### src/rtl/bs_serve_scheduler.sv
// bs_serve_scheduler: round-robin one-hot serve grant from BSMODS compute modules to one data manager.
// Define BS_SERVE_WATCHDOG_EN to abandon a serve after TIMEOUT cycles without a load strobe.
module bs_serve_scheduler #(
  parameter int BSMODS  = 4,
  parameter int TIMEOUT = 32
) (
  input  logic              clock,
  input  logic              reset_n,
  input  logic [BSMODS-1:0] mod_req,
  input  logic [BSMODS-1:0] mod_done,
  input  logic              out_of_data,
  input  logic [BSMODS-1:0] reg_en,
  output logic [BSMODS-1:0] serve_reg,
  output logic [BSMODS-1:0] mod_busy,
  output logic [15:0]       grant_count,
  output logic              all_idle,
  output logic              timeout_err
);
  localparam int PW = (BSMODS > 1) ? $clog2(BSMODS) : 1;

  typedef enum logic {IDLE, SERVE} state_t;

  state_t            r_state, w_state_nx;
  logic [PW-1:0]     r_ptr, w_ptr_nx, r_g, w_g_nx, w_off, w_hit;
  logic [PW:0]       w_sum;
  logic [BSMODS-1:0] r_serve, w_serve_nx, r_busy, w_busy_nx, w_elig, w_rot;
  logic [15:0]       r_cnt, w_cnt_nx;
  logic              w_found, w_load, w_timeout;

  assign w_elig = mod_req & ~r_busy;
  // Rotate so the pointer sits at bit 0; the lowest set bit is the next module in round-robin order
  assign w_rot  = BSMODS'({w_elig, w_elig} >> r_ptr);

  always_comb begin
    w_off   = '0;
    w_found = 1'b0;
    for (int k = BSMODS - 1; k >= 0; k--) begin
      if (w_rot[k]) begin
        w_off   = PW'(k);
        w_found = 1'b1;
      end
    end
  end

  assign w_sum  = {1'b0, r_ptr} + {1'b0, w_off};
  assign w_hit  = (w_sum >= (PW+1)'(BSMODS)) ? PW'(w_sum - (PW+1)'(BSMODS)) : PW'(w_sum);
  assign w_load = (r_state == SERVE) && |(reg_en & r_serve);

`ifdef BS_SERVE_WATCHDOG_EN
  localparam int WW = $clog2(TIMEOUT + 1);
  logic [WW-1:0] r_wd;
  logic          r_terr;

  // The count is held at 0 outside SERVE, so it starts from 0 on every entry
  assign w_timeout   = (r_state == SERVE) && !w_load && (r_wd == WW'(TIMEOUT - 1));
  assign timeout_err = r_terr;

  always_ff @(posedge clock or negedge reset_n) begin
    if (!reset_n) begin
      r_wd   <= '0;
      r_terr <= 1'b0;
    end else begin
      r_wd   <= (r_state == SERVE && w_state_nx == SERVE) ? r_wd + 1'b1 : '0;
      r_terr <= r_terr | w_timeout;
    end
  end
`else
  assign w_timeout   = 1'b0;
  assign timeout_err = 1'b0;
`endif

  always_comb begin
    w_state_nx = r_state;
    w_serve_nx = r_serve;
    w_ptr_nx   = r_ptr;
    w_g_nx     = r_g;
    w_cnt_nx   = r_cnt;
    w_busy_nx  = (r_busy & ~mod_done) | (w_load ? r_serve : '0);
    if (r_state == IDLE) begin
      if (!out_of_data && w_found) begin
        w_state_nx = SERVE;
        w_serve_nx = BSMODS'(1) << w_hit;
        w_g_nx     = w_hit;
      end
    end else if (w_load || w_timeout) begin
      w_state_nx = IDLE;
      w_serve_nx = '0;
      w_ptr_nx   = (r_g == PW'(BSMODS - 1)) ? '0 : r_g + 1'b1;
      w_cnt_nx   = r_cnt + (w_load ? 16'd1 : 16'd0);
    end
  end

  always_ff @(posedge clock or negedge reset_n) begin
    if (!reset_n) begin
      r_state <= IDLE;
      r_serve <= '0;
      r_busy  <= '0;
      r_ptr   <= '0;
      r_g     <= '0;
      r_cnt   <= '0;
    end else begin
      r_state <= w_state_nx;
      r_serve <= w_serve_nx;
      r_busy  <= w_busy_nx;
      r_ptr   <= w_ptr_nx;
      r_g     <= w_g_nx;
      r_cnt   <= w_cnt_nx;
    end
  end

  assign serve_reg   = r_serve;
  assign mod_busy    = r_busy;
  assign grant_count = r_cnt;
  assign all_idle    = (r_state == IDLE) && (r_busy == '0);
endmodule
### config.mk
export PLATFORM = sky130hd
export DESIGN_NAME = bs_serve_scheduler
export DESIGN_NICKNAME = d
export VERILOG_FILES = /design/src/rtl/bs_serve_scheduler.sv
export SDC_FILE = /design/constraint.sdc
export NUM_CORES = 1
export LEC_CHECK = 0
export BUFFER_PORTS_ARGS = -buffer_cell sky130_fd_sc_hd__buf_4
export CAP_MARGIN = 20
export CORE_MARGIN = 2
export CORE_UTILIZATION = 50
export CTS_BUF_LIST = sky130_fd_sc_hd__clkbuf_16
export DETAILED_ROUTE_END_ITERATION = 8
export PLACE_DENSITY = 0.76
export REMOVE_ABC_BUFFERS = 1
export SYNTH_ARGS = -nofsm -noshare
export SYNTH_HDL_FRONTEND = slang
export SYNTH_SLANG_ARGS = --single-unit
### constraint.sdc
create_clock -name clock -period 5.2 [get_ports clock]
set_clock_uncertainty 0.1 [all_clocks]
set_input_delay 1.3 -clock clock [delete_from_list [all_inputs] [get_ports clock]]
set_output_delay 1.3 -clock clock [all_outputs]
set_load 0.03 [all_outputs]
# Word level (Yosys, flattened, before mapping)
# Index checks and enable logic that the tools add are counted.
[classes] n_eq_ne=2 n_shift=2 n_addsub=4 n_mux=18 n_bitwise=7 n_reduce_logical=10 magnitude_cmp=1
[op_table] op="16-bit by 1-bit adder with 16-bit output" count=1
[op_table] op="4-bit two-way mux" count=4
[op_table] op="4-bit bitwise AND" count=3
[op_table] op="2-bit two-way mux" count=6
[op_table] op="1-bit two-way mux" count=8
[op_table] op="4-bit NOT" count=2
[op_table] op="8-bit by 2-bit right shift with 4-bit output" count=1
[op_table] op="2-bit AND reduction" count=3
[op_table] op="4-bit zero test" count=1
[op_table] op="4-bit bitwise OR" count=1
[op_table] op="4-bit OR reduction" count=1
[op_table] op="1-bit by 2-bit left shift with 4-bit output (first input constant)" count=1
[op_table] op="2-bit by 2-bit adder with 3-bit output" count=1
[op_table] op="3-bit greater-or-equal comparator (second input constant)" count=1
[op_table] op="1-bit logical AND" count=3
[op_table] op="2-bit by 1-bit adder with 2-bit output (second input constant)" count=1
[op_table] op="2-bit == test (second input constant)" count=1
[op_table] op="2-bit by 1-bit != test with 1-bit output (second input constant)" count=1
[op_table] op="2-bit nonzero test" count=1
[op_table] op="2-bit by 1-bit subtractor with 2-bit output (second input constant)" count=1
[op_table] op="1-bit zero test" count=1
[op_table] op="1-bit NOT" count=1
[word_totals] output_inout_bits=26 register_bits=29 input_bits=15 elab_cells=50

# Depth between registers and ports, before layout
[logic_depth] word_depth=13 ltp_mapped=11 depth_no_buf=10

# Least setup slack after synthesis
# OpenSTA, ideal clock, no wires.
[synth_path] path_kind="input to register" from="input port mod_req[2]" to="register r_serve[0], in the netlist serve_reg[0]" slack_ps=2022 setup_ps=66 n_path_buf=1 required_ps=5034 cell_stages=11 arrival_time_ps=3012 cell_sequence="nor2b_1 -> buf_6 -> nor3_1 -> a311oi_1 -> o211ai_1 -> ha_1 -> or3_4 -> a31oi_1 -> nand3_1 -> o21ai_2 -> a22o_1"
[synth_via] elab_chain_cells=12 word_cells_on_any_way=20 classes_between="2 x add/sub; 1 x order compare; 2 x shift; 11 x mux; 1 x bitwise; 3 x reduce/logical"
[synth_rtl] element="start: declaration" line="9" rtl="input logic [BSMODS-1:0] mod_req,"
[synth_rtl] element="4-bit bitwise AND (*)" line="30" rtl="assign w_elig = mod_req & ~r_busy;"
[synth_rtl] element="8-bit by 2-bit right shift with 4-bit output (*)" line="32" rtl="assign w_rot = BSMODS'({w_elig, w_elig} >> r_ptr);"
[synth_rtl] element="2-bit two-way mux (4 in series)" line="38" rtl="if (w_rot[k]) begin"
[synth_rtl] element="2-bit by 2-bit adder with 3-bit output" line="45" rtl="assign w_sum = {1'b0, r_ptr} + {1'b0, w_off};"
[synth_rtl] element="3-bit greater-or-equal comparator / 2-bit by 1-bit subtractor with 2-bit output (equally long branches)" line="46" rtl="assign w_hit = (w_sum >= (PW+1)'(BSMODS)) ? PW'(w_sum - (PW+1)'(BSMODS)) : PW'(w_sum);"
[synth_rtl] element="2-bit two-way mux" line="46"
[synth_rtl] element="1-bit by 2-bit left shift with 4-bit output" line="82" rtl="w_serve_nx = BSMODS'(1) << w_hit;"
[synth_rtl] element="4-bit two-way mux" line="80" rtl="if (!out_of_data && w_found) begin"
[synth_rtl] element="4-bit two-way mux" line="79" rtl="if (r_state == IDLE) begin"
[synth_rtl] element="end signal: assignment" line="103" rtl="r_serve <= w_serve_nx;"
[synth_rtl] element="end: declaration" line="26" rtl="logic [BSMODS-1:0] r_serve, w_serve_nx, r_busy, w_busy_nx, w_elig, w_rot;"
# Mark *: on every way between the ends. The rest lies on a longest branch, timed or not. The select of a mux whose other input is x is not followed.
# A chain may end at the register's enable or synchronous reset.

# Worst setup path in the final report
# Ends and elaborated chain as after synthesis.

==> impl_results.md <==
* CP Data Arrival Time at 3.47 ns
* Die H at between 60 and 70 um
* CTS max path bufs at 2
* Core area at between 0.003 and 0.004 mm^2
* Hold path startpoint: grant_count[15]
* Fillers at 260
* Cells after synthesis at 164
* DR vias at about 1,400
* RSZ-0062 raised after global routing: no
* Power Dens Cells at approximately 490 mW/mm^2
* CP Capture Type: flip-flop
* Most common cell after layout, fill and taps aside: buf_4
* Critical path class: in2reg
* Register bit count reported by yosys at 29
* Status: complete, no violations
* Number of DRC markers in iteration 0 at between 60 and 70
* Htree depth at 2
* Rows at 20
* CTS tree: yes
* Ys Warns at 0
* Hold EP: grant_count[15]
* Placed cell count at around 240
* Global-route wire length before repair at 6140 um
* EDFF count, synth at 0
* Peak supply drop at 0.385 mV
* Syn Std Cell Area at 0.00166 mm^2
* Fin worst setup slack at between 1.5 and 2 ns
* First-pass iteration count of the detailed router at 4
* Port Buf Inserts at 39
* Post-DRT Antenna Nets at 0
* WL final at roughly 3700 um
* Leakage at roughly 1 nW
* Total die area at between 0.003 and 0.004 mm^2
* Sw power at around 380 uW
* Most frequent cells in the layout: 39 x buf_4, 29 x dfrtp_1, 17 x nand2_1, 13 x nor2_1, 10 x xnor2_1
* Die span in x at 61.5 um
* Hpwl dp at ~2600 um
* Count of final max-slew check failures at 0
* Netlist cell types at 47
* Switch share at 36.8%
* Finish-stage setup viols at 0
* Gr usage total at between 20% and 30%
* Hold depth at 1
* Peak Freq at just under 300 MHz
* Placer Congestion at between 0.8 and 0.9
* Post-DR vias/cell at between 5 and 6
* FF/Latch Area at 726 um^2
* Dpl ws at between 1.5 and 2 ns
* WP data required at between 5 and 6 ns
* Tcrit/Tclk final at between 60% and 70%
* Post-CTS sizing at 0
* Detailed-route DRC error count at 0
* Critical Path Fanout Max at 7
* Clock Latency Late Sink at approximately 0.27 ns
* Post-CTS setup buffer count at 0
* Total congestion overflow at 0
* Comb power frac at roughly 37%
* Hold_buf cts at 0
* Starting Density at a little over half
* Multi-input gate area at ~850 um^2
* Ant. Diodes at 0
* FF-to-FF Start: r_state
* HP Class: reg2reg
* Reg power frac at roughly a third
* Max cap viols at 0
* Initial antenna violation count at 0
* Period minus WS final at around 3.4 ns
* Setup slack, reg-to-reg at 2.52 ns
* Proportion of layout cells with a drive suffix above 1 at 30.2%
* Clk pin slew, worst setup/hold paths at about 0.05 ns
* DR WL/cell at 14.7 um
* TNS Setup at 0 ns
* Slew at the pin closest to its max-slew limit at around 0.67 ns
* CP startpoint kind: input port
* Area Overhead vs Synth at 27.6%
* # nets final at roughly 220
* Internal power at 655 uW
* Fin. Hold Viols at 0
* Largest net degree at the start of global routing at 30
* FF-to-FF End: grant_count[12]
* Vias in the first global route at roughly 1,300
* I/O pins at 41
* Slew HR at between 50% and 60%
* Register area share after synthesis at 43.8%
* Syn_area_per_cell at approximately 10 um^2
* Clk root buf: clkbuf_16
* Ys flop type: dfrtp_1
* Power share of the clock group at 29.9%
* # clock sinks at 29
* Reg2reg path depth at 7
* Non-Filler Instances at 249
* FFs w/ async S/R, synth at 100%
* Max reg flops at 16
* Cts bufs inserted at 5
==> layer usage <==
layer | share of wire (%) | vias up | GRT usage, %
met1 | 43 | 671 | 27.1
met4 | 0.46 | 0 | 8.21
met3 | 4.5 | 4 | 5.25
met2 | 52 | 50 | 37.7
met5 | 0 | - | 0
li1 | - | 669 | -
==> logic make-up after synthesis <==
logic type,share of synthesized area [%]
adders and majority gates,3.02
other,0.227
muxes,2.87
DFF,43.8
xor gates and xnor gates,7.41
and+or+nand+nor,22.8
buffers and inverters,5.06
AOI/OAI and AO/OA,14.7
==> critical path, cell delays in order <==
cell and delay (ns):
buf_4 0.09, nor2b_1 0.41, nor3_1 0.10, a311oi_1 0.27, o211ai_1 0.14, ha_1 0.25, or3_4 0.39, a31oi_1 0.14
nand3_1 0.12, o21ai_2 0.10, a22o_1 0.15
==> cell type report <==
| class | count | share of cell area, % |
|---|---|---|
| Multi-Input combinational cell | 121 | 40.0 |
| Sequential cell | 29 | 34.4 |
| Timing Repair Buffer | 39 | 13.9 |
| Clock buffer | 5 | 5.92 |
| Tap cell | 44 | 2.61 |
| Clock inverter | 3 | 1.78 |
| Inverter | 8 | 1.42 |
==> synth_stat cells, drive strengths merged (2+ instances only) <==
library cell / n / area [um^2]
dfrtp: 29 / 726
nand2: 17 / 63.8
nor2: 14 / 55.1
o21ai: 12 / 63.8
xnor2: 10 / 87.6
inv: 8 / 30.0
a22o: 6 / 52.6
buf: 6 / 53.8
nand4: 6 / 52.6
nor3: 6 / 45.0
and3: 5 / 31.3
ha: 4 / 50.1
xor2: 4 / 35.0
a311oi: 3 / 26.3
a31oi: 3 / 18.8
and2b: 3 / 28.8
mux2: 3 / 37.5
nand2b: 3 / 21.3
nand3: 3 / 15.0
o2111ai: 2 / 17.5
o22ai: 2 / 18.8
==> worst max path at each step <==
stage | slack, ns | startpoint | end | cells past startpoint
final | 1.84 | mod_req[2] | serve_reg[0] | 11
after global routing | 1.62 | mod_req[2] | serve_reg[0] | 11
after CTS | 1.84 | reg_en[2] | grant_count[12] | 9
after detailed placement | 1.58 | reg_en[2] | grant_count[12] | 9
after global placement | 1.68 | mod_req[2] | serve_reg[1] | 11
after floorplan | 1.91 | mod_req[2] | serve_reg[0] | 10
==> metrics by stage <==
stage / total power, mW / area, um^2 / util, % / hold slack (ns)
2_1_floorplan: 0.599 / 1600 / - / 0.412
3_3_place_gp: 0.717 / 1950 / 62.8 / 0.369
3_5_place_dp: 0.721 / 1950 / 62.8 / 0.377
4_1_cts: 1.04 / 2110 / 68.1 / 0.388
5_1_grt: 1.10 / 2110 / 68.1 / 0.399
6_report: 1.04 / 2110 / 68.1 / 0.377
==> power by group through the flow <==
| stage | clock network [mW] | logic (mW) | registers [mW] |
|---|---|---|---|
| after floorplan | 0 | 0.225 | 0.373 |
| after global placement | 0 | 0.375 | 0.342 |
| after detailed placement | 0 | 0.378 | 0.343 |
| after CTS | 0.317 | 0.385 | 0.341 |
| after global routing | 0.329 | 0.422 | 0.353 |
| final | 0.311 | 0.385 | 0.342 |
(Power assumes the default switching activity.)
